==> config.mk <==
export PLATFORM = sky130hd
export DESIGN_NAME = exu_mul_sched
export DESIGN_NICKNAME = d
export VERILOG_FILES = /design/src/rtl/swerv_types.sv /design/src/rtl/exu_mul_rr_arb.sv /design/src/rtl/exu_mul_sched.sv
export SDC_FILE = /design/constraint.sdc
export NUM_CORES = 1
export LEC_CHECK = 0
export BUFFER_PORTS_ARGS = -buffer_cell sky130_fd_sc_hd__buf_2
export CELL_PAD_IN_SITES_DETAIL_PLACEMENT = 0
export CELL_PAD_IN_SITES_GLOBAL_PLACEMENT = 1
export CORE_MARGIN = 2
export CORE_UTILIZATION = 21
export CTS_CLUSTER_DIAMETER = 40
export DETAILED_ROUTE_END_ITERATION = 12
export PLACE_DENSITY = 0.85
export SLEW_MARGIN = 20
export SYNTH_ARGS = -nofsm -noshare
export SYNTH_HDL_FRONTEND = slang
export SYNTH_SLANG_ARGS = --single-unit
==> constraint.sdc <==
create_clock -name clk -period 2.9 [get_ports clk]
set_clock_uncertainty 0.1 [all_clocks]
set_input_delay 0.87 -clock clk [delete_from_list [all_inputs] [get_ports clk]]
set_output_delay 0.87 -clock clk [all_outputs]
set_load 0.01 [all_outputs]
==> src/rtl/swerv_types.sv <==
// Shared types for the multiply scheduler.
//   MUL_LATENCY     : number of multiplier stages (E1..E3) between grant and writeback
//   mul_pkt_t       : control packet issued to the multiplier with each operation
//   mul_sched_pkt_t : request packet from an issue pipe (sign/low controls, rd tag, operands)
package swerv_types;

    localparam int MUL_LATENCY = 3;

    typedef struct packed {
        logic valid;
        logic rs1_sign;
        logic rs2_sign;
        logic low;
        logic load_mul_rs1_bypass_e1;
        logic load_mul_rs2_bypass_e1;
    } mul_pkt_t;

    typedef struct packed {
        logic        rs1_sign;
        logic        rs2_sign;
        logic        low;
        logic [4:0]  rd;
        logic [31:0] a;
        logic [31:0] b;
    } mul_sched_pkt_t;

endpackage

==> src/rtl/exu_mul_rr_arb.sv <==
// Two-requester arbiter for the shared multiplier.
// Ports:
//   clk, rst_l : clock and asynchronous active-low reset
//   en_i       : grant enable; no grant is issued while low
//   req_i[1:0] : request from pipe 1 / pipe 0
//   gnt_o[1:0] : one-hot (or zero) grant, combinational
// Build option RV_MUL_RR_ARB_EN: defined -> round-robin on contention,
// undefined -> fixed priority with pipe 0 ahead of pipe 1 (stateless).
module exu_mul_rr_arb (
    input  logic       clk,
    input  logic       rst_l,
    input  logic       en_i,
    input  logic [1:0] req_i,
    output logic [1:0] gnt_o
);

`ifdef RV_MUL_RR_ARB_EN
    // Last-winner flop, stored as "pipe 1 is favoured on the next contention".
    // Its reset value of 0 therefore gives pipe 0 the first contended grant.
    logic prio1_q;
    logic prio1_d;

    always_comb begin
        gnt_o = 2'b00;
        if (en_i) begin
            if (req_i == 2'b11) begin
                gnt_o = prio1_q ? 2'b10 : 2'b01;
            end else begin
                gnt_o = req_i;
            end
        end
    end

    // Every grant, contended or not, hands priority to the other pipe.
    always_comb begin
        prio1_d = prio1_q;
        if (|gnt_o) begin
            prio1_d = gnt_o[0];
        end
    end

    always_ff @(posedge clk or negedge rst_l) begin
        if (!rst_l) begin
            prio1_q <= 1'b0;
        end else begin
            prio1_q <= prio1_d;
        end
    end
`else
    // Fixed priority needs no state; clock and reset are kept on the port list
    // so both builds share one instantiation.
    logic unused_clk_rst;
    assign unused_clk_rst = clk ^ rst_l;

    always_comb begin
        gnt_o = 2'b00;
        if (en_i) begin
            gnt_o = req_i[0] ? 2'b01 : {req_i[1], 1'b0};
        end
    end
`endif

endmodule

==> src/rtl/exu_mul_sched.sv <==
// Multiply scheduler: arbitrates two issue pipes onto one fully pipelined
// 3-stage multiplier and tracks the destination tag of each op through E1..E3.
// Ports:
//   clk, rst_l               : clock, asynchronous active-low reset
//   req0/1_valid, req0/1_pkt : requests from pipe 0 / pipe 1
//   gnt0, gnt1               : request accepted this cycle (combinational)
//   freeze                   : pipeline freeze, holds every stage and blocks grants
//   flush_e2                 : kills ops in E1/E2 and any same-cycle grant
//   mp, mul_a, mul_b         : multiplier issue packet and operands
//   res_valid/src/rd         : E3 writeback tag
//   inflight_cnt             : number of valid ops in E1..E3
// Build option RV_MUL_RR_ARB_EN selects round-robin arbitration (see exu_mul_rr_arb).
module exu_mul_sched
    import swerv_types::*;
(
    input  logic           clk,
    input  logic           rst_l,
    input  logic           req0_valid,
    input  logic           req1_valid,
    input  mul_sched_pkt_t req0_pkt,
    input  mul_sched_pkt_t req1_pkt,
    output logic           gnt0,
    output logic           gnt1,
    input  logic           freeze,
    input  logic           flush_e2,
    output mul_pkt_t       mp,
    output logic [31:0]    mul_a,
    output logic [31:0]    mul_b,
    output logic           res_valid,
    output logic           res_src,
    output logic [4:0]     res_rd,
    output logic [1:0]     inflight_cnt
);

    localparam int E3 = MUL_LATENCY - 1;

    logic [1:0]     gnt_vec;
    logic           any_gnt;
    logic           arb_en;
    mul_sched_pkt_t win_pkt;

    // Index 0 is E1, index E3 is the writeback stage.
    logic [MUL_LATENCY-1:0]      vld_q, vld_d;
    logic [MUL_LATENCY-1:0]      src_q, src_d;
    logic [MUL_LATENCY-1:0][4:0] rd_q,  rd_d;

    // Reset is folded in so grants read 0 while reset is held.
    assign arb_en = rst_l & ~freeze & ~flush_e2;

    exu_mul_rr_arb u_arb (
        .clk   (clk),
        .rst_l (rst_l),
        .en_i  (arb_en),
        .req_i ({req1_valid, req0_valid}),
        .gnt_o (gnt_vec)
    );

    assign gnt0    = gnt_vec[0];
    assign gnt1    = gnt_vec[1];
    assign any_gnt = |gnt_vec;

    // Zero packet when nothing is granted, so the issue fields are quiet.
    assign win_pkt = gnt_vec[1] ? req1_pkt : (gnt_vec[0] ? req0_pkt : '0);

    always_comb begin
        mp          = '0;
        mp.valid    = any_gnt;
        mp.rs1_sign = win_pkt.rs1_sign;
        mp.rs2_sign = win_pkt.rs2_sign;
        mp.low      = win_pkt.low;
    end

    assign mul_a = win_pkt.a;
    assign mul_b = win_pkt.b;

    // Flush is applied after the (optional) shift: an E2 op that moves into E3
    // on a flush cycle survives, and under freeze+flush E3 is simply kept.
    always_comb begin
        vld_d = vld_q;
        src_d = src_q;
        rd_d  = rd_q;
        if (!freeze) begin
            vld_d = {vld_q[E3-1:0], any_gnt};
            src_d = {src_q[E3-1:0], gnt_vec[1]};
            rd_d  = {rd_q[E3-1:0],  win_pkt.rd};
        end
        if (flush_e2) begin
            vld_d[E3-1:0] = '0;
        end
    end

    always_ff @(posedge clk or negedge rst_l) begin
        if (!rst_l) begin
            vld_q <= '0;
            src_q <= '0;
            rd_q  <= '0;
        end else begin
            vld_q <= vld_d;
            src_q <= src_d;
            rd_q  <= rd_d;
        end
    end

    assign res_valid    = vld_q[E3] & ~freeze;
    assign res_src      = src_q[E3];
    assign res_rd       = rd_q[E3];
    assign inflight_cnt = {1'b0, vld_q[0]} + {1'b0, vld_q[1]} + {1'b0, vld_q[2]};

endmodule

**After elaboration in Yosys (flattened, before gate mapping)**

Cells that the tools add are included.

- Equal/unequal tests: 1
- Bitwise operators: 5
- Multiplexer cells: 6
- Reductions and logical operators: 1
- Add/subtract/negate cells: 2

Operator list:

| operator | number |
|---|---|
| $mux W72 | 2 |
| $mux W2 | 4 |
| $and A1 B1 Y1 | 3 |
| $add A1 B1 Y2 | 1 |
| $add A2 B1 Y2 | 1 |
| $ne A2 B1 Y1 const B | 1 |
| $not A1 Y1 | 2 |
| $reduce_or A2 Y1 | 1 |

- Flip-flop bits (word level): 21
- Logic and storage cells: 21
- Input port bits: 150

**Logic depth before layout (Yosys ltp)**

- Depth in word-level cells: 7
- Mapped depth: 8
- Mapped depth without buffers: 3

**Modules after synthesis**

Synthesis repeated with hierarchy kept, for this count alone.

- Cells, all modules: 229
- Area total of the unflattened synthesis: 2167.1 um^2

Modules (own cells, without submodules):

| module | times used | cells each | area each (um^2) |
|---|---|---|---|
| exu_mul_sched | 1 | 227 | 2150.8 |
| exu_mul_rr_arb | 1 | 2 | 16.3 |

**Worst setup path after synthesis**

No wires, ideal clock.

- Path type: input to output
- Start point: input port freeze
- End point: output port mul_a[23]
- Data arrival time: 2.024 ns
- Path buffers: 5
- Stages: 8
- Setup slack: -0.094 ns
- Path through: buf_6 -> nor3b_4 -> and3b_1 -> buf_4 -> buf_8 -> buf_8 -> a22o_1 -> buf_4

RTL lines:

| element | line | text |
|---|---|---|
| from (decl) | exu_mul_sched.sv:24 | `input logic freeze,` |
| to (decl) | exu_mul_sched.sv:27 | `output logic [31:0] mul_a,` |

**Worst setup path after layout**

- Start point: input port flush_e2
- End point: output port mul_b[3]

- Word-level cells in the longest chain between the ends: 5

RTL lines:

| element | line | text |
|---|---|---|
| from (decl) | exu_mul_sched.sv:25 | `input logic flush_e2,` |
| $not A1 Y1 (*) | exu_mul_sched.sv:48 | `assign arb_en = rst_l & ~freeze & ~flush_e2;` |
| $and A1 B1 Y1 (*) | exu_mul_sched.sv:48 |  |
| $mux W2 (*) | exu_mul_rr_arb.sv:57 | `if (en_i) begin` |
| $mux W72 | exu_mul_sched.sv:63 | `assign win_pkt = gnt_vec[1] ? req1_pkt : (gnt_vec[0] ? req0_pkt : '0);` |
| $mux W72 (*) | exu_mul_sched.sv:63 |  |
| to (decl) | exu_mul_sched.sv:28 | `output logic [31:0] mul_b,` |

Mark *: on every way between the ends. The rest lies on a longest branch, timed or not.

==> results list <==
* Min-Delay Path Class: register to register
- In this run the number of H-tree levels came out at 1.
* Combined flip-flop and latch cell area: 526 um2
- Maximum buffer depth of the clock tree: 2
- Setup violations remaining at the end of the flow were counted as 67.
- Worst hold slack across all endpoints: 401 ps
- Fraction of synthesis flops using an asynchronous set or reset pin: 100%
* Clk sinks: 21
- Count leader, synth: sky130_fd_sc_hd__buf_4
- The run finished, with violations left.
- Slowest Stage Delay on Critical Path: 270 ps
- Critical path buffer and inverter count: 4
* Die height: 106 um
* Total area of multi-input combinational cells: 961 um2
- The initial antenna violation count came to 0.
- Die width: 106 um
- Total gr overflow: 0
- CP Data Required Time: 1930 ps
- The die covers 11,300 um2.
* Per-cell via count in the routed design: 4.38
* Dpl hpwl: 5590 um
* Netlist area before placement: 2190 um2
* Count of cell types in the netlist: 20
* Kind of cell with the highest combined delay on the critical path: buffers and inverters
- Final cell utilization of the core: 31.5%
- Among all flip-flop cells after synthesis, the most frequent one is sky130_fd_sc_hd__dfrtp_1.
- DRT antenna net count: 0
* Routed Wire Length: 7670 um
* Yosys warns: 0
* Top-area cell type share of the netlist area: 28.7%
* Number of enable flip-flop cells after synthesis: 0
* Total CTS buffers: 3
- Number of global-route vias before repair: 2,038
- The routed layout has 2,309 vias.
- Final max-slew violation count: 0
* Fin nets: 543
- Counting every instance in the synthesized netlist gives 230.
- For this run, the top clock speed supported by timing is 333 MHz.
- In the routed design, unresolved DRC markers number 0.
* Crit. End Element: output port
- TritonCTS built the clock tree.
* Antenna diode instance count: 0
- Sequential cell area fraction in the yosys report: 23.9%
- Number of fill cells: 1,062
- 231 I/O pins were placed.
* Cell Rows: 37
- Commonest cells post-synth: sky130_fd_sc_hd__buf_4, sky130_fd_sc_hd__a22o_1, sky130_fd_sc_hd__dfrtp_1
- The tool flagged a number of max-cap violations equal to 0.
- The core region is 10,200 um2.
* Unrepaired setup endpoints after global routing: yes
- Starting density of the core: 21.5%
* Worst setup margin: -107 ps
- The first detailed-routing pass ran for 4 iterations.
- Global-route wire length before repair: 9990 um
- Peak supply drop: 0.129 mV
- Number of hold-repair buffers added at the cts stage: 0
- After synthesis, the cell types taking the most area are sky130_fd_sc_hd__a22o_1, sky130_fd_sc_hd__buf_4, sky130_fd_sc_hd__dfrtp_1.
- Number of synthesized register bits: 21
* Slowest cell on crit path: sky130_fd_sc_hd__and3b_4
* Cell chain of the critical path: buf_8 > nor3b_4 > and3b_4 > buf_12 > clkbuf_16 > a22o_1 > buf_2
- RePlAce Congestion: 0.741
* Category of the most critical setup path: input port to output port
- For the worst setup path, the data arrival time is 2040 ps.
- Entering global routing, the biggest net connects 41 pins.
- Clock-pin slew was measured on the worst setup and hold paths at 70 ps.
* Ratio of final minimum period to clock period: 104%
- Mean instance size in the synthesized netlist: 9.54 um2
* Insertion delay to the later sink of the worst-skew pair: 260 ps
- Worst R2R Setup Slack: 1990 ps
- Ratio of total power to cell area: 239 nW/um2
- Buffer cell driving the clock tree root: sky130_fd_sc_hd__clkbuf_8
* Drt wl/cell: 14.6 um
- Minimum clock period after layout: 3010 ps
- Final hold vios: 0
- Count of input and output buffers: 228
- Violated checks: negative setup slack
* Fraction of final layout cells with drive strength greater than 1: 69.1%
- Global routing used 10.9% of the available tracks across all layers.
* Leakage power of the design: 1.90 nW
- Nature of the critical path startpoint: input port
- The area growth from synthesis to layout is 47.0%.
- Critical path fanouts, max: 10
- Cell type with the highest aggregate area in the netlist: sky130_fd_sc_hd__a22o_1
* Initial DRC Count: 130
-- metal layers --
layer / vias to the layer above / global-route usage, % / part of all wire, %
met2: 147 / 19.1 / 50
met5: - / 0 / 0
met1: 1059 / 14.2 / 41
met3: 10 / 1.41 / 7.8
met4: 0 / 2.82 / 1.3
li1: 1093 / - / -
-- path summary, 6_finish.rpt --
path,endpoint,start,depth (start not counted)
min,src_q[0],src_q[0],1
min reg2reg,src_q[0],src_q[0],1
max in group asynchronous,rd_q[7],rst_l,2
max,mul_b[3],flush_e2,7
min in group asynchronous,vld_q[1],rst_l,2
max reg2reg,vld_q[2],vld_q[1],1
-- flip-flops by register name (all words and copies together) (netlist names) --
name,cells
rd_q,10
src_q,3
res_rd,5
vld_q,3
-- logic make-up after synthesis --
| logic type | count (synthesis) | share of synthesized area, % |
|---|---|---|
| muxes | 14 | 7.13 |
| AOI/OAI and AO/OA | 81 | 31.1 |
| and+or+nand+nor | 17 | 4.05 |
| other | 1 | 0.171 |
| buffers and inverters | 95 | 32.7 |
| adders and majority gates | 1 | 0.912 |
| DFF | 21 | 23.9 |
-- final cells by class --
class	instances	share of cell area, %
timing repair buffer	251	47.2
multi-input combinational	115	29.8
sequential	21	16.3
tap	136	5.28
clock buffer	4	1.40
-- layout by cell type (no fill, tap or decap) --
master and count:
sky130_fd_sc_hd__a21o_1 1, sky130_fd_sc_hd__a22o_1 72, sky130_fd_sc_hd__and2_2 1, sky130_fd_sc_hd__and3b_4 1
sky130_fd_sc_hd__buf_12 7, sky130_fd_sc_hd__buf_16 2, sky130_fd_sc_hd__buf_2 225, sky130_fd_sc_hd__buf_4 10
sky130_fd_sc_hd__buf_6 2, sky130_fd_sc_hd__buf_8 2, sky130_fd_sc_hd__clkbuf_1 1, sky130_fd_sc_hd__clkbuf_16 3
sky130_fd_sc_hd__clkbuf_8 3, sky130_fd_sc_hd__conb_1 2, sky130_fd_sc_hd__dfrtp_1 21, sky130_fd_sc_hd__fa_1 1
sky130_fd_sc_hd__mux2_2 13, sky130_fd_sc_hd__mux2i_1 1, sky130_fd_sc_hd__nand2_1 11, sky130_fd_sc_hd__nor2_1 2
sky130_fd_sc_hd__nor2b_1 1, sky130_fd_sc_hd__nor3b_4 1, sky130_fd_sc_hd__o21a_1 2, sky130_fd_sc_hd__o21ai_0 6
-- power by group --
| part | switching, mW | internal [mW] |
|---|---|---|
| logic | 0.113 | 0.151 |
| clock network | 0.0923 | 0.0978 |
| registers | 0.00904 | 0.309 |
| total | 0.214 | 0.558 |
-- per-stage QoR --
stage | TNS, ps | std cells | cell area [um2] | power, mW | setup slack (ps)
floorplan | -2350 | 231 | 2240 | 0.460 | -88.7
global placement | -3030 | 511 | 2930 | 0.568 | -79.7
detailed placement | -4830 | 511 | 2930 | 0.573 | -121
CTS | -4130 | 519 | 3070 | 0.769 | -108
global route | -6880 | 527 | 3230 | 0.820 | -157
finish | -3380 | 527 | 3230 | 0.772 | -107
-- timing repair --
item / 4_1_cts / 5_1_grt
setup buffers: 2 / 3
pin swaps: 7 / 22
cloned: 2 / 5
gates resized for setup: 7 / 5
endpoints found under the setup margin: 67 / 67
Power figures use the tool's default switching activity.
